<file path="src/rtl/range_stream_driver_if.sv">
// Bundle of the range_stream_driver buffer-load, playback and result signals.
// The master modport is the driver side; the slave modport is its user or bench.
interface range_stream_driver_if #(
  parameter int WIDTH = 8,
  parameter int DEPTH = 8
);
  localparam int CW = $clog2(DEPTH) + 1;

  logic             wr_en;
  logic [WIDTH-1:0] wr_data;
  logic             clear;
  logic             start;
  logic             abort;
  logic [WIDTH-1:0] range_in;
  logic             error_in;
  logic             go;
  logic             finish;
  logic [WIDTH-1:0] data_out;
  logic             busy;
  logic             full;
  logic [CW-1:0]    count;
  logic             done;
  logic [WIDTH-1:0] result_range;
  logic             result_error;
  logic             start_err;
  logic             wr_drop;

  modport master (
    input  wr_en, wr_data, clear, start, abort, range_in, error_in,
    output go, finish, data_out, busy, full, count, done,
           result_range, result_error, start_err, wr_drop
  );

  modport slave (
    output wr_en, wr_data, clear, start, abort, range_in, error_in,
    input  go, finish, data_out, busy, full, count, done,
           result_range, result_error, start_err, wr_drop
  );
endinterface

</file>
<file path="src/rtl/range_stream_driver.sv">
// Buffers a frame of samples and plays it out as go / data / finish, then
// captures the returned range/error and reports them with a done pulse.
module range_stream_driver #(
  parameter int WIDTH      = 8,
  parameter int DEPTH      = 8,
  parameter int RESULT_LAT = 1
) (
  input logic                   clock,
  input logic                   reset,
  range_stream_driver_if.master bus
);
  localparam int AW = $clog2(DEPTH);
  localparam int CW = AW + 1;
  localparam int LW = (RESULT_LAT > 1) ? $clog2(RESULT_LAT) : 1;

  typedef enum logic [2:0] {S_IDLE, S_GO, S_STREAM, S_FIN, S_WAIT, S_DONE} state_t;

  state_t           state_q, state_d;
  logic [CW-1:0]    count_q, count_d, cnt_new;
  logic [CW-1:0]    rd_q, rd_d;
  logic [LW-1:0]    wcnt_q, wcnt_d;
  logic             abt_q, abt_d;
  logic [WIDTH-1:0] mem_q [DEPTH];
  logic             idle, wr_ok;
  logic [AW-1:0]    last_idx;

  logic             go_q, go_d, fin_q, fin_d, busy_q, busy_d, full_q, full_d;
  logic             done_q, done_d, re_q, re_d, serr_q, serr_d, wdrop_q, wdrop_d;
  logic [WIDTH-1:0] data_q, data_d, rr_q, rr_d;

  always_comb begin
    idle     = (state_q == S_IDLE);
    wr_ok    = idle && bus.wr_en && !bus.clear && (count_q != CW'(DEPTH));
    cnt_new  = (idle && bus.clear) ? '0 : count_q + CW'(wr_ok);
    last_idx = AW'(count_q - CW'(1));

    state_d = state_q;
    count_d = cnt_new;
    rd_d    = rd_q;
    wcnt_d  = wcnt_q;
    abt_d   = abt_q;
    rr_d    = rr_q;
    re_d    = re_q;
    serr_d  = 1'b0;
    // A write lost to a same-cycle clear is not reported as a drop.
    wdrop_d = bus.wr_en && !(idle && bus.clear) && !wr_ok;

    unique case (state_q)
      S_IDLE: begin
        if (bus.start) begin
          if (cnt_new >= CW'(2)) begin
            state_d = S_GO;
            abt_d   = 1'b0;
          end else begin
            serr_d  = 1'b1;
          end
        end
      end
      S_GO: begin
        if (bus.abort) begin
          state_d = S_FIN;
          abt_d   = 1'b1;
        end else if (count_q > CW'(2)) begin
          state_d = S_STREAM;
          rd_d    = CW'(1);
        end else begin
          state_d = S_FIN;
        end
      end
      S_STREAM: begin
        if (bus.abort) begin
          state_d = S_FIN;
          abt_d   = 1'b1;
        end else if (rd_q == count_q - CW'(2)) begin
          state_d = S_FIN;
        end else begin
          rd_d    = rd_q + CW'(1);
        end
      end
      S_FIN: begin
        state_d = abt_q ? S_IDLE : S_WAIT;
        wcnt_d  = '0;
      end
      S_WAIT: begin
        if (wcnt_q == LW'(RESULT_LAT - 1)) begin
          rr_d    = bus.range_in;
          re_d    = bus.error_in;
          state_d = S_DONE;
        end else begin
          wcnt_d  = wcnt_q + LW'(1);
        end
      end
      S_DONE: begin
        state_d = S_IDLE;
        count_d = '0;
      end
      default: state_d = S_IDLE;
    endcase

    // Outputs are registered, so they are derived from the next state.
    data_d = '0;
    unique case (state_d)
      S_GO:     data_d = mem_q[0];
      S_STREAM: data_d = mem_q[AW'(rd_d)];
      S_FIN:    data_d = abt_d ? data_q : mem_q[last_idx];
      default:  data_d = '0;
    endcase
    go_d   = (state_d == S_GO);
    fin_d  = (state_d == S_FIN);
    busy_d = (state_d != S_IDLE);
    done_d = (state_d == S_DONE);
    full_d = (count_d == CW'(DEPTH));
  end

  always_ff @(posedge clock) begin
    if (reset) begin
      state_q <= S_IDLE;
      count_q <= '0;
      rd_q    <= '0;
      wcnt_q  <= '0;
      abt_q   <= 1'b0;
      go_q    <= 1'b0;
      fin_q   <= 1'b0;
      data_q  <= '0;
      busy_q  <= 1'b0;
      full_q  <= 1'b0;
      done_q  <= 1'b0;
      rr_q    <= '0;
      re_q    <= 1'b0;
      serr_q  <= 1'b0;
      wdrop_q <= 1'b0;
    end else begin
      state_q <= state_d;
      count_q <= count_d;
      rd_q    <= rd_d;
      wcnt_q  <= wcnt_d;
      abt_q   <= abt_d;
      go_q    <= go_d;
      fin_q   <= fin_d;
      data_q  <= data_d;
      busy_q  <= busy_d;
      full_q  <= full_d;
      done_q  <= done_d;
      rr_q    <= rr_d;
      re_q    <= re_d;
      serr_q  <= serr_d;
      wdrop_q <= wdrop_d;
    end
  end

  always_ff @(posedge clock) begin
    if (wr_ok) mem_q[AW'(count_q)] <= bus.wr_data;
  end

  assign bus.go           = go_q;
  assign bus.finish       = fin_q;
  assign bus.data_out     = data_q;
  assign bus.busy         = busy_q;
  assign bus.full         = full_q;
  assign bus.count        = count_q;
  assign bus.done         = done_q;
  assign bus.result_range = rr_q;
  assign bus.result_error = re_q;
  assign bus.start_err    = serr_q;
  assign bus.wr_drop      = wdrop_q;
endmodule

</file>
<file path="src/flat_wrapper.sv">
// flat-port wrapper written by rule: the top's interface ports become plain ports
module range_stream_driver_flat 
#(
  parameter int WIDTH      = 8,
  parameter int DEPTH      = 8,
  parameter int RESULT_LAT = 1
)
  (clock, reset, bus_wr_en, bus_wr_data, bus_clear, bus_start, bus_abort, bus_range_in, bus_error_in, bus_go, bus_finish, bus_data_out, bus_busy, bus_full, bus_count, bus_done, bus_result_range, bus_result_error, bus_start_err, bus_wr_drop);
  range_stream_driver_if #(.WIDTH(WIDTH), .DEPTH(DEPTH)) bus_i ();
  input logic clock;
  input logic reset;
  input wire logic [$bits(bus_i.wr_en)-1:0] bus_wr_en;
  input wire logic [$bits(bus_i.wr_data)-1:0] bus_wr_data;
  input wire logic [$bits(bus_i.clear)-1:0] bus_clear;
  input wire logic [$bits(bus_i.start)-1:0] bus_start;
  input wire logic [$bits(bus_i.abort)-1:0] bus_abort;
  input wire logic [$bits(bus_i.range_in)-1:0] bus_range_in;
  input wire logic [$bits(bus_i.error_in)-1:0] bus_error_in;
  output wire logic [$bits(bus_i.go)-1:0] bus_go;
  output wire logic [$bits(bus_i.finish)-1:0] bus_finish;
  output wire logic [$bits(bus_i.data_out)-1:0] bus_data_out;
  output wire logic [$bits(bus_i.busy)-1:0] bus_busy;
  output wire logic [$bits(bus_i.full)-1:0] bus_full;
  output wire logic [$bits(bus_i.count)-1:0] bus_count;
  output wire logic [$bits(bus_i.done)-1:0] bus_done;
  output wire logic [$bits(bus_i.result_range)-1:0] bus_result_range;
  output wire logic [$bits(bus_i.result_error)-1:0] bus_result_error;
  output wire logic [$bits(bus_i.start_err)-1:0] bus_start_err;
  output wire logic [$bits(bus_i.wr_drop)-1:0] bus_wr_drop;
  assign bus_i.wr_en = bus_wr_en;
  assign bus_i.wr_data = bus_wr_data;
  assign bus_i.clear = bus_clear;
  assign bus_i.start = bus_start;
  assign bus_i.abort = bus_abort;
  assign bus_i.range_in = bus_range_in;
  assign bus_i.error_in = bus_error_in;
  assign bus_go = bus_i.go;
  assign bus_finish = bus_i.finish;
  assign bus_data_out = bus_i.data_out;
  assign bus_busy = bus_i.busy;
  assign bus_full = bus_i.full;
  assign bus_count = bus_i.count;
  assign bus_done = bus_i.done;
  assign bus_result_range = bus_i.result_range;
  assign bus_result_error = bus_i.result_error;
  assign bus_start_err = bus_i.start_err;
  assign bus_wr_drop = bus_i.wr_drop;
  range_stream_driver #(.WIDTH(WIDTH), .DEPTH(DEPTH), .RESULT_LAT(RESULT_LAT)) u_core (.clock(clock), .reset(reset), .bus(bus_i));
endmodule
</file>
<file path="config.mk">
export PLATFORM = sky130hd
export DESIGN_NAME = range_stream_driver_flat
export DESIGN_NICKNAME = d
export VERILOG_FILES = /design/src/rtl/range_stream_driver_if.sv /design/src/rtl/range_stream_driver.sv /design/src/flat_wrapper.sv
export SDC_FILE = /design/constraint.sdc
export NUM_CORES = 1
export LEC_CHECK = 0
export BUFFER_PORTS_ARGS = -buffer_cell sky130_fd_sc_hd__buf_2
export CAP_MARGIN = 40
export CELL_PAD_IN_SITES_DETAIL_PLACEMENT = 1
export CELL_PAD_IN_SITES_GLOBAL_PLACEMENT = 2
export CORE_ASPECT_RATIO = 1.75
export CORE_MARGIN = 5
export CORE_UTILIZATION = 25
export CTS_CLUSTER_DIAMETER = 80
export DETAILED_ROUTE_END_ITERATION = 12
export HOLD_SLACK_MARGIN = 0.1
export PLACE_DENSITY = 0.59
export SYNTH_ARGS = -nofsm -noshare
export SYNTH_HDL_FRONTEND = slang
export SYNTH_SLANG_ARGS = --single-unit
</file>
<file path="constraint.sdc">
create_clock -name clock -period 4.2 [get_ports clock]
set_input_delay 0.21 -clock clock [delete_from_list [all_inputs] [get_ports clock]]
set_output_delay 0.21 -clock clock [all_outputs]
set_load 0.05 [all_outputs]
</file>
== Word level (Yosys, flattened, before mapping) ==
Memories as Yosys holds them, arrays and structs flattened.
Index checks and enable logic that the tools add are counted.
Widths: inputs -> output; s select.

* $add $sub $neg: 5
* $lt $le $gt $ge: 2
* Equality and inequality tests: 17
* Muxes and demuxes: 27
* Bitwise logic cells: 3
* Reduce and logical (&&, ||, !) cells: 17

{| class="wikitable"
|+ Operators with widths
! cell !! count
|-
| $mux 4 || 6
|-
| $pmux 8 s3 || 1
|-
| $mux 3 || 7
|-
| $pmux 3 s5 || 1
|-
| $eq 3x2->1 const B || 4
|-
| $eq 3x3->1 const B || 3
|-
| $mux 1 || 8
|-
| $mux 8 || 1
|-
| $ne 2x2->1 const B || 4
|-
| $pmux 4 s2 || 1
|-
| $eq 3x1->1 const B || 2
|-
| $logic_and 1x1->1 || 6
|-
| $reduce_and 5->1 || 1
|-
| $add 4x1->4 || 1
|-
| $add 4x1->4 const B || 1
|-
| $eq 4x4->1 || 1
|-
| $eq 4x4->1 const B || 1
|-
| $ge 4x2->1 const B || 1
|-
| $gt 4x2->1 const B || 1
|-
| $ne 4x4->1 const B || 1
|-
| $pmux 1 s2 || 2
|-
| $reduce_bool 2->1 || 2
|-
| $sub 4x2->4 const B || 1
|-
| $logic_not 1->1 || 3
|-
| other kinds (9) || 11
|}

* Flip-flop bits (word level): 37
* RAM bits: 64
* Input bits: 23
* Output and inout port bits: 28
* Logic and storage cells: 88
* Memories kept: 1

{| class="wikitable"
|+ Memory list
! name !! depth !! width !! read ports !! clocked after memory_dff !! write ports !! line !! text
|-
| u_core.mem_q || 8 || 8 || 3 || 0 || 1 || range_stream_driver.sv:23 || <nowiki>logic [WIDTH-1:0] mem_q [DEPTH];</nowiki>
|}

== Depth between registers and ports, before layout ==
Gate-level depths: netlist (run 1).

* Depth in word-level cells: 12
* Mapped depth: 16

== Worst setup path before layout (run 1) ==
Ideal clock, no wire load.

* Kind: flip-flop to flip-flop
* Start point: register u_core.count_q[0], in the netlist u_core.bus.count[0]
* End point: register u_core.data_q[1], in the netlist u_core.bus.data_out[1]
* Library setup time: 0.130 ns
* Data arrival time: 4.287 ns
* Data required time: 4.070 ns
* Setup slack: -0.217 ns
* Stages on the path, launching flop included: 16
* Path buffers: 2
* Period minus slack after synthesis: 4.417 ns
* Cells stage by stage: dfxtp_1 > buf_1 > inv_1 > ha_1 > nand2_1 > o21ai_0 > nor3b_1 > ha_1 > ha_1 > nor4b_4 > nor3_1 > or4_1 > buf_2 > a32o_1 > a22oi_1 > o211ai_2

* Cells in the longest elaborated chain, start to end: 10
* Elaborated cells between the ends (all ways): 31
* Those cells by class: add/sub (3); order compare (2); eq/ne (6); mux (18); reduce/logical (1); memory (1)

{| class="wikitable"
|+ RTL lines
! what !! line !! text
|-
| start, declared || range_stream_driver.sv:19 || <nowiki>logic [CW-1:0] count_q, count_d, cnt_new;</nowiki>
|-
| start signal, assigned || range_stream_driver.sv:134 || <nowiki>count_q <= count_d;</nowiki>
|-
| $ne 4x4->1 || range_stream_driver.sv:33 || <nowiki>wr_ok = idle && bus.wr_en && !bus.clear && (count_q != CW'(DEPTH));</nowiki>
|-
| $logic_and 1x1->1 || range_stream_driver.sv:33 ||
|-
| $add 4x1->4 || range_stream_driver.sv:34 || <nowiki>cnt_new = (idle && bus.clear) ? '0 : count_q + CW'(wr_ok);</nowiki>
|-
| $mux 4 || range_stream_driver.sv:34 ||
|-
| $ge 4x2->1 || range_stream_driver.sv:51 || <nowiki>if (cnt_new >= CW'(2)) begin</nowiki>
|-
| $mux 3 || range_stream_driver.sv:51 ||
|-
| $mux 3 || range_stream_driver.sv:50 || <nowiki>if (bus.start) begin</nowiki>
|-
| $pmux 3 s5 || range_stream_driver.sv:48 || <nowiki>unique case (state_q)</nowiki>
|-
| $eq 3x2->1 / $eq 3x1->1 (equally long branches) || range_stream_driver.sv:102 || <nowiki>unique case (state_d)</nowiki>
|-
| $pmux 8 s3 / $ne 2x2->1 (equally long branches) || n/a ||
|-
| end signal, assigned || range_stream_driver.sv:140 || <nowiki>data_q <= data_d;</nowiki>
|-
| end, declared || range_stream_driver.sv:29 || <nowiki>logic [WIDTH-1:0] data_q, data_d, rr_q, rr_d;</nowiki>
|}

Parallel ways exist; a longest one is shown, timed or not. The select of a mux whose other input is x is not followed.
A chain may end at the register's enable or synchronous reset.

== Worst setup path after layout (run 1) ==
* Start point: register u_core.state_q[1]
* End point: register u_core.data_q[4], in the netlist u_core.bus.data_out[4]

* Cells in the longest elaborated chain, start to end: 12
* Elaborated cells between the ends (all ways): 29
* Those cells by class: add/sub (1); order compare (1); eq/ne (8); mux (12); reduce/logical (6); memory (1)

{| class="wikitable"
|+ RTL lines
! what !! line !! text
|-
| start, declared || range_stream_driver.sv:18 || <nowiki>state_t state_q, state_d;</nowiki>
|-
| start signal, assigned || range_stream_driver.sv:133 || <nowiki>state_q <= state_d;</nowiki>
|-
| $logic_not 3->1 || range_stream_driver.sv:32, range_stream_driver.sv:48 ||
|-
| $logic_and 1x1->1 (3 in series) || range_stream_driver.sv:33 ||
|-
| $add 4x1->4 || range_stream_driver.sv:34 ||
|-
| $mux 4 || range_stream_driver.sv:34 ||
|-
| $ge 4x2->1 || range_stream_driver.sv:51 ||
|-
| $mux 3 || range_stream_driver.sv:51 ||
|-
| $mux 3 || range_stream_driver.sv:50 ||
|-
| $pmux 3 s5 || range_stream_driver.sv:48 ||
|-
| $eq 3x2->1 / $eq 3x1->1 (equally long branches) || range_stream_driver.sv:102 ||
|-
| $pmux 8 s3 / $ne 2x2->1 (equally long branches) || n/a ||
|}

Parallel ways exist; a longest one is shown, timed or not.

==> run_results.csv, run 1 <==
group,metric,value,unit
placement,hpwlAfterDp,10.3,mm
sta,final_hold_viol_count,0,
layout,final_util,29.9,%
pwr,peakVddDrop,0.000165,V
sta,period_minus_slack,3790,ps
clock_network,clock_path_buffers,2,
pwr,power_frac_clock,40.2,%
detailed_routing,via_per_inst,4.96,
pwr,p_int,1520,uW
layout,synthToLayoutAreaGrowth,17.3,%
layout,drive_above_1_share,28.0,%
logic_synthesis,netlist_top_cells_count,"edfxtp_1 (64), nand2_1 (43), dfxtp_1 (36), a21oi_1 (28), mux4_2 (16)",
clock_network,cts_tree,"yes",
sta,period_share,90.3,%
pwr,seqPwrFrac,53.1,%
detailed_routing,drtPass1Iterations,4,
logic_synthesis,yosysMostFrequentCell,"edfxtp_1",
sta,maxSlewViolCount,0,
die,die_h,195,um
logic_synthesis,postSynthCellCount,378,
clock_network,cts_resized,0,
sta,rsz0062_at_grt,"no",
logic_synthesis,netlist.area_leader.share,39.3,%
run,drv_cap,0,
layout,nets,470,
die,io_pins,51,
sta,timing.setup.tns,0,ps
clock_network,clock-sinks,100,
grt,grt.total_usage,12.7,%
grt,grt_pass1_vias,3624,
logic_synthesis,synth_edf_count,64,
logic_synthesis,synth_area,4890,sq um
detailed_routing,wl,14.0,mm
critical_path,crit_fanout,12,
pwr,p_switching,482,uW
sta,fin_worst_skew,10.4,ps
clock_network,path_clk_slew,70,ps
sta,worst_pin_slew,854,ps
placement,portBuffers,50,
logic_synthesis,synth_fp_nets,412,
logic_synthesis,yosysTopAreaCell,"edfxtp_1",
grt,overflow,0,
grt,grt_max_degree,25,
detailed_routing,drt_iter0_drc,142,
pwr,p_leak,0.00208,uW
clock_network,h-tree-depth,3,
clock_network,hold_buffers,8,
detailed_routing,drc,0,
critical_path,crit-reg2reg-capture,"u_core.bus.data_out[4]",
grt,antenna_found_initial,0,
sta,setup_violations,0,
clock_network,post_cts_buffers,0,
logic_synthesis,yosysWarnings,0,
die,num_rows,67,
critical_path,arrival,4020,ps
logic_synthesis,synth_flop_cell,"edfxtp_1",
logic_synthesis,synth.area.top_cells,"edfxtp_1 (39%), dfxtp_1 (15%), mux4_2 (7.4%)",
die,fp.coreArea,19200,sq um
pwr,powerDensity,349,nW/um^2
critical_path,required,4430,ps
critical_path,path_class,"register to register",
die,die_area,22600,sq um
critical_path,worstRegToRegCells,13,
die,initial_core_util,25.5,%
logic_synthesis,ys_seq_area_share,54.0,%
logic_synthesis,avgSynthCellArea,12.9,sq um
critical_path,worst_setup_path_start_kind,"register",
critical_path,startpoint,"u_core.state_q[1]",
critical_path,r2r_setup_slack,410,ps
clock_network,cts_made_buffers,9,
pwr,sw_frac_of_total,24.1,%
detailed_routing,via_count,3376,
detailed_routing,wl_per_cell,20.5,um
critical_path,crit_end,"u_core.bus.data_out[4]",
grt,grt_pass1_wl,21.4,mm
die,dieWidth,116,um
logic_synthesis,synthArstFlopShare,0,%
worst_hold_path,holdCritStartpoint,"bus_range_in[7]",
sta,maxSlewHeadroom,43.0,%
worst_hold_path,holdCritPathClass,"input pin to register",
critical_path,worst_setup_path_end_kind,"register",
layout,n_fill_cell,2081,
detailed_routing,ant_nets,0,
clock_network,insertion_delay,360,ps
critical_path,r2r_start,"u_core.state_q[1]",
status,status,"complete, no violations",
sta,fmax,264,MHz
layout,num_antenna_cells,0,
logic_synthesis,synth_seq_cells,100,
logic_synthesis,ys_types,63,
placement,routabilityCongestion,0.762,
clock_network,cts_root_buf,"clkbuf_16",
pwr,combPwrFrac,6.7,%
cell families (layout without fill, tap and decap cells):
| logic type | count (synthesis) | after routing | synth area share [%] |
|---|---|---|---|
| xor gates and xnor gates | 7 | 7 | 1.71 |
| buffers and inverters | 28 | 90 | 3.60 |
| DFF | 100 | 100 | 54.0 |
| and+or+nand+nor | 104 | 104 | 11.6 |
| muxes | 41 | 41 | 12.7 |
| adders and majority gates | 11 | 11 | 2.81 |
| AOI/OAI and AO/OA | 87 | 87 | 13.6 |
critical path, cell delays in order (launching register included):
cell	delay (ps)
dfxtp_1	370
nor3_1	340
o21ai_0	180
nor3b_2	220
ha_1	220
ha_1	170
xnor2_1	160
nor4b_4	310
nor3_1	100
buf_4	190
or4_1	710
o211a_1	320
a22oi_1	280
o211ai_2	110
metal layers:
metal	global-route usage, %	vias to the layer above	share of wire (%)
met5	0	-	0
li1	-	1571	-
met1	13.9	1722	39
met4	4.30	0	1.9
met3	2.63	18	3.3
met2	23.6	65	55
state kept, by name, indices dropped and copies added (netlist names):
name	cells
u_core.abt_q	1
u_core.bus.go	1
u_core.bus.result_error	1
u_core.mem_q	64
u_core.bus.busy	1
u_core.bus.finish	1
u_core.bus.data_out	8
u_core.bus.done	1
u_core.bus.start_err	1
u_core.state_q	3
u_core.bus.count	4
u_core.bus.wr_drop	1
u_core.bus.full	1
u_core.rd_q	4
u_core.bus.result_range	8
metrics by stage:
| stage | area (sq um) | hold slack (ps) | instances | setup slack, ps | total power, uW |
|---|---|---|---|---|---|
| 2_1_floorplan | 4900 | 289 | 378 | 188 | 1160 |
| 3_3_place_gp | 5370 | 439 | 657 | 508 | 1210 |
| 3_5_place_dp | 5380 | 449 | 658 | 385 | 1220 |
| 4_1_cts | 5740 | 102 | 681 | 362 | 2030 |
| 5_1_grt | 5740 | 119 | 681 | 32.0 | 2080 |
| 6_report | 5740 | 112 | 681 | 406 | 2000 |
power groups by stage:
stage | clock (uW) | sequential [uW] | combinational [uW]
finish | 805 | 1060 | 134
global route | 868 | 1060 | 148
CTS | 834 | 1060 | 138
detailed placement | 0 | 1080 | 132
global placement | 0 | 1080 | 129
floorplan | 0 | 1090 | 71.8
how the worst min path moves through the flow:
stage                                  to  slack (ps)  cells after the start
3_3_place_gp   u_core.bus.result_range[0]         440                      2
5_1_grt        u_core.bus.result_range[7]         120                      3
6_report       u_core.bus.result_range[7]         110                      3
2_1_floorplan               u_core.bus.go         290                      1
4_1_cts        u_core.bus.result_range[7]         100                      3
3_5_place_dp   u_core.bus.result_range[6]         450                      2
layout make-up:
class	count	area [sq um]	area share (%)
Multi-Input combinational cell	250	2080	36.2
Tap cell	241	302	5.25
Sequential cell	100	2640	46.1
Timing Repair Buffer	69	413	7.19
Clock inverter	6	53.8	0.937
Inverter	6	22.5	0.392
Clock buffer	9	225	3.92
layout by cell type (no fill, tap or decap), drive strengths merged, types with 8 or more instances in the layout:
master       netlist  routed
edfxtp            64      64
buf               14      61
nand2             45      45
dfxtp             36      36
a21oi             31      31
mux4              16      16
nor2              15      15
mux2i             15      15
ha                11      11
mux2              10      10
inv                6      10
and3               9       9
clkbuf             8       9
a32o               8       8
a22oi              8       8
dlygate4sd3        0       8
(Power assumes the default switching activity.)
==> inputs of run 2 (changes only) <==
--- a/config.mk
+++ b/config.mk
@@ -11,11 +11,11 @@
 export CELL_PAD_IN_SITES_GLOBAL_PLACEMENT = 2
 export CORE_ASPECT_RATIO = 1.75
 export CORE_MARGIN = 5
-export CORE_UTILIZATION = 25
-export CTS_CLUSTER_DIAMETER = 80
+export CORE_UTILIZATION = 36
+export CTS_CLUSTER_DIAMETER = 150
 export DETAILED_ROUTE_END_ITERATION = 12
 export HOLD_SLACK_MARGIN = 0.1
-export PLACE_DENSITY = 0.59
+export PLACE_DENSITY = 0.78
 export SYNTH_ARGS = -nofsm -noshare
 export SYNTH_HDL_FRONTEND = slang
 export SYNTH_SLANG_ARGS = --single-unit
==> run 2 against run 1 <==
  * Cell count is 10% lower
  * Power is 0.51% lower
  * Core utilization is 12 points higher
  * Critical path depth is 1 lower
  * Non-clock buffer count is 3 lower
  * Via count is 0.36% lower
  * Sequential cell count stayed put
  * First-iteration DRC count is 19% higher
  * Largest cell class unchanged
  * Largest power group unchanged
==> run_results.csv, run 2 (synthesis results as in run 1) <==
group,metric,value,unit
clock_network,h-tree-depth,3,
sta,fmax,256,MHz
critical_path,crit_fanout,12,
layout,final_util,42.1,%
critical_path,crit-reg2reg-capture,"u_core.bus.data_out[0]",
detailed_routing,ant_nets,0,
die,die_h,164,um
sta,fin_hold_ws,108,ps
placement,portBuffers,50,
die,fp.coreArea,13400,sq um
die,dieWidth,98.1,um
critical_path,required,4470,ps
critical_path,worst_setup_path_start_kind,"register",
pwr,powerDensity,353,nW/um^2
placement,hpwlAfterDp,9.48,mm
pwr,peakVddDrop,0.000202,V
sta,period_minus_slack,3900,ps
layout,final_common_cell,"edfxtp_1",
critical_path,slowest_delay,550,ps
detailed_routing,wl,13.3,mm
detailed_routing,wl_per_cell,21.8,um
critical_path,worstRegToRegCells,12,
critical_path,cp_num_buf_inv,0,
clock_network,post_cts_buffers,0,
pwr,combPwrFrac,6.7,%
clock_network,cts_tree,"yes",
status,status,"complete, no violations",
die,io_pins,51,
detailed_routing,via_count,3364,
sta,worst_pin_slew,873,ps
critical_path,crit_end,"u_core.bus.data_out[0]",
die,die_area,16100,sq um
layout,largest-register,"u_core.mem_q",
die,num_rows,56,
critical_path,r2r_start,"u_core.state_q[2]",
layout,largest_reg_flops,64,
pwr,seqPwrFrac,53.3,%
pwr,power_frac_clock,39.9,%
clock_network,insertion_delay,350,ps
critical_path,r2r_setup_slack,300,ps
grt,overflow,0,
critical_path,path_class,"register to register",
detailed_routing,drtPass1Iterations,4,
critical_path,crit_family,"simple AND/OR/NAND/NOR gates",
critical_path,startpoint,"u_core.state_q[2]",
worst_hold_path,holdCritPathClass,"input pin to register",
layout,nets,467,
critical_path,path_cells,"nor3_1, o21ai_0, nor3b_2, ha_1, ha_1, xnor2_1, nor4b_4, nor3_1, nor4_1, nand3_1, a221o_1, o211ai_1",
layout,layout_common_cells,"edfxtp_1 (64), buf_2 (50), nand2_1 (43), dfxtp_1 (35), a21oi_1 (28)",
critical_path,cp.depth,12,
placement,routabilityCongestion,0.825,
grt,antenna_found_initial,0,
pwr,p_int,1530,uW
grt,grt_pass1_wl,21.1,mm
grt,grt_max_degree,25,
clock_network,clock_path_buffers,2,
layout,synthToLayoutAreaGrowth,15.2,%
pwr,sw_frac_of_total,23.1,%
sta,rsz0062_at_grt,"no",
sta,fin_worst_skew,5.76,ps
critical_path,worst_setup_path_end_kind,"register",
clock_network,path_clk_slew,70,ps
sta,timing.setup.tns,0,ps
die,initial_core_util,36.6,%
critical_path,arrival,4170,ps
detailed_routing,drc,0,
critical_path,crit_slowest_cell,"nor4_1",
clock_network,clock-sinks,100,
sta,setup_violations,0,
pwr,p_leak,0.00207,uW
layout,num_antenna_cells,0,
detailed_routing,via_per_inst,5.50,
detailed_routing,drt_iter0_drc,169,
sta,period_share,92.9,%
sta,maxSlewViolCount,0,
grt,grt.total_usage,17.1,%
sta,final_hold_viol_count,0,
clock_network,cts_made_buffers,9,
layout,drive_above_1_share,28.3,%
run,drv_cap,0,
sta,maxSlewHeadroom,41.8,%
clock_network,cts_root_buf,"clkbuf_16",
grt,grt_pass1_vias,3912,
pwr,p_switching,461,uW
[run 2: power groups by stage]
| stage | combinational, uW | clock, uW | sequential [uW] |
|---|---|---|---|
| 3_3_place_gp | 126 | 0 | 1080 |
| 4_1_cts | 135 | 813 | 1060 |
| 2_1_floorplan | 71.8 | 0 | 1090 |
| 6_report | 134 | 795 | 1060 |
| 5_1_grt | 145 | 863 | 1060 |
| 3_5_place_dp | 130 | 0 | 1080 |
[run 2: worst min-delay path by stage]
stage	end	slack (ps)	cells past startpoint	from
after floorplan	u_core.bus.go	290	1	bus_clear
after global placement	u_core.bus.result_range[1]	440	2	u_core.bus.result_range[1]
after detailed placement	u_core.bus.result_range[3]	450	2	u_core.bus.result_range[3]
after CTS	u_core.bus.result_range[0]	100	3	bus_range_in[0]
after global routing	u_core.bus.result_range[0]	120	3	bus_range_in[0]
final	u_core.bus.result_range[0]	110	3	bus_range_in[0]
[run 2: repair_timing]
action                                  in CTS  in global routing
gates resized for setup                      0                  1
endpoints found under the setup margin       0                  4
endpoints found under the hold margin        6                  0
hold buffers                                 6                  0
[run 2: final cells by class]
cell class / instances / area, sq um
Fill cell: 1405 / 7740
Sequential cell: 100 / 2640
Multi-Input combinational cell: 250 / 2080
Timing Repair Buffer: 66 / 385
Clock buffer: 10 / 239
Tap cell: 174 / 218
Clock inverter: 6 / 47.5
Inverter: 6 / 22.5
[run 2: worst min-delay path: cells and delay by family]
family,cells,cell delay (ps)
AND/OR/NAND/NOR,1,50
AO/OA/AOI/OAI,1,50
buffers and inverters,1,100
[run 2: metal layers]
layer | wire length [um] | GRT usage, %
met1 | 4980 | 18.1
met2 | 7480 | 32.9
met3 | 546 | 3.70
met4 | 320 | 6.28
met5 | 0 | 0
[run 2: metrics by stage]
stage	setup WS [ps]	instances	total power, uW	cell area [sq um]
after floorplan	188	378	1160	4900
after detailed placement	310	590	1210	5290
after global routing	23.5	612	2070	5640
after global placement	480	589	1210	5280
final	299	612	1990	5640
after CTS	230	612	2010	5640
==> inputs of run 3 (changes only) <==
--- a/config.mk
+++ b/config.mk
@@ -9,13 +9,12 @@
 export CAP_MARGIN = 40
 export CELL_PAD_IN_SITES_DETAIL_PLACEMENT = 1
 export CELL_PAD_IN_SITES_GLOBAL_PLACEMENT = 2
-export CORE_ASPECT_RATIO = 1.75
 export CORE_MARGIN = 5
 export CORE_UTILIZATION = 36
 export CTS_CLUSTER_DIAMETER = 150
 export DETAILED_ROUTE_END_ITERATION = 12
 export HOLD_SLACK_MARGIN = 0.1
-export PLACE_DENSITY = 0.78
+export PLACE_DENSITY = 0.77
 export SYNTH_ARGS = -nofsm -noshare
 export SYNTH_HDL_FRONTEND = slang
 export SYNTH_SLANG_ARGS = --single-unit
==> run 3 against run 2 <==
  * Power is 4.2% higher
  * Critical path type unchanged
  * Core utilization is 0.73 points higher
  * Clock power is 11% higher
==> run_results.csv, run 3 (synthesis results as in run 1) <==
group,metric,value,unit
layout,n_fill_cell,1407,
detailed_routing,ant_nets,0,
grt,grt_pass1_wl,19.8,mm
detailed_routing,wl,12.8,mm
critical_path,crit_family,"simple AND/OR/NAND/NOR gates",
die,initial_core_util,36.8,%
worst_hold_path,holdCritPathClass,"input pin to register",
grt,grt.total_usage,16.3,%
run,drv_cap,0,
layout,nets,470,
clock_network,cts_tree,"yes",
placement,hpwlAfterDp,8.72,mm
clock_network,post_cts_buffers,0,
placement,portBuffers,50,
sta,setup_violations,0,
critical_path,path_cells,"buf_4, nor3_1, o21ai_0, nor3b_2, ha_1, ha_1, xnor2_1, nor4b_4, nor3_1, or4_1, o211a_1, a22oi_1, o211ai_2",
clock_network,h-tree-depth,3,
critical_path,cp.depth,13,
sta,fmax,261,MHz
layout,layout_common_cells,"edfxtp_1 (64), buf_2 (50), nand2_1 (43), dfxtp_1 (35), a21oi_1 (28)",
layout,drive_above_1_share,27.9,%
sta,period_minus_slack,3840,ps
critical_path,worst_setup_path_start_kind,"register",
grt,overflow,0,
detailed_routing,drc,0,
sta,fin_worst_skew,7.82,ps
clock_network,clock-sinks,100,
layout,synthToLayoutAreaGrowth,16.5,%
layout,fin_area,5700,sq um
critical_path,startpoint,"u_core.state_q[2]",
placement,routabilityCongestion,0.769,
detailed_routing,via_count,3344,
die,io_pins,51,
placement,dp.cells,592,
sta,maxSlewHeadroom,43.6,%
detailed_routing,wl_per_cell,20.8,um
layout,final_common_cell,"edfxtp_1",
critical_path,crit-reg2reg-capture,"u_core.bus.data_out[4]",
critical_path,slowest_delay,740,ps
pwr,p_leak,0.00210,uW
layout,largest-register,"u_core.mem_q",
critical_path,required,4430,ps
critical_path,path_class,"register to register",
sta,final_hold_viol_count,0,
status,status,"complete, no violations",
critical_path,r2r_start,"u_core.state_q[2]",
detailed_routing,drtPass1Iterations,4,
die,die_area,16000,sq um
clock_network,clock_path_buffers,2,
sta,timing.setup.tns,0,ps
grt,grt_max_degree,25,
grt,antenna_found_initial,0,
die,dieWidth,127,um
critical_path,worstRegToRegCells,13,
detailed_routing,drt_iter0_drc,189,
clock_network,cts_root_buf,"clkbuf_16",
sta,maxSlewViolCount,0,
layout,num_antenna_cells,0,
clock_network,path_clk_slew,70,ps
critical_path,crit_fanout,12,
grt,grt_pass1_vias,3410,
clock_network,cts_made_buffers,9,
die,die_h,127,um
placement,dp_slack,388,ps
critical_path,arrival,4070,ps
sta,period_share,91.3,%
critical_path,cp_num_buf_inv,1,
critical_path,crit_slowest_cell,"or4_1",
layout,largest_reg_flops,64,
sta,rsz0062_at_grt,"no",
critical_path,r2r_setup_slack,360,ps
clock_network,insertion_delay,360,ps
sta,fin_ws,365,ps
placement,detailed_place.area,5290,sq um
critical_path,worst_setup_path_end_kind,"register",
pwr,peakVddDrop,0.000349,V
die,num_rows,42,
detailed_routing,via_per_inst,5.42,
critical_path,crit_end,"u_core.bus.data_out[4]",
sta,worst_pin_slew,845,ps
die,fp.coreArea,13300,sq um
pwr,powerDensity,364,nW/um^2
layout,layoutNonFillerInstCount,617,
==> run 3: how the worst min path moves through the flow <==
stage,start,endpoint,slack (ps),cells past startpoint
floorplan,bus_clear,u_core.bus.go,290,1
global placement,u_core.bus.result_range[2],u_core.bus.result_range[2],440,2
detailed placement,u_core.bus.result_range[3],u_core.bus.result_range[3],450,2
CTS,bus_wr_en,u_core.bus.wr_drop,110,2
global route,bus_range_in[5],u_core.bus.result_range[5],110,3
finish,bus_range_in[5],u_core.bus.result_range[5],110,3
==> run 3: worst register-to-register path, stage by stage (launching register included) <==
cell and delay (ps):
dfxtp_1 300, buf_4 160, nor3_1 320, o21ai_0 180, nor3b_2 230, ha_1 230, ha_1 180, xnor2_1 180
nor4b_4 320, nor3_1 160, or4_1 740, o211a_1 340, a22oi_1 280, o211ai_2 110
==> run 3: layer usage <==
metal  track usage (%)  vias up  share of wire, %
li1                  -     1576                 -
met1              21.1     1687                45
met2              27.4       69                51
met3              3.53       12               3.6
met4              4.86        0               1.1
met5                 0        -                 0
==> run 3: report_power, final <==
group	switching [uW]	internal (uW)	leakage (uW)
logic	79.4	55.2	0.00108
clock network	401	478	0.000155
registers	7.59	1050	0.000869
==> run 3: repair_timing <==
item,4_1_cts,5_1_grt
hold buffers,9,0
endpoints found under the hold margin,9,0
resized for setup,0,0
==> run 3: cell type report <==
class,instances,area (sq um),share of cell area (%)
clock buffers,9,225,3.95
clock inverters,7,92.6,1.62
inverters,6,22.5,0.395
multi-input cells,250,2080,36.5
flip-flops and latches,100,2640,46.4
well taps,176,220,3.86
repair buffers,69,415,7.29
==> run 3: per-stage QoR <==
| stage | util, % | hold slack [ps] | total power [uW] |
|---|---|---|---|
| floorplan | - | 289 | 1160 |
| global placement | 39.8 | 440 | 1210 |
| detailed placement | 39.8 | 445 | 1210 |
| CTS | 42.9 | 105 | 2090 |
| global route | 42.9 | 112 | 2150 |
| finish | 42.9 | 112 | 2070 |
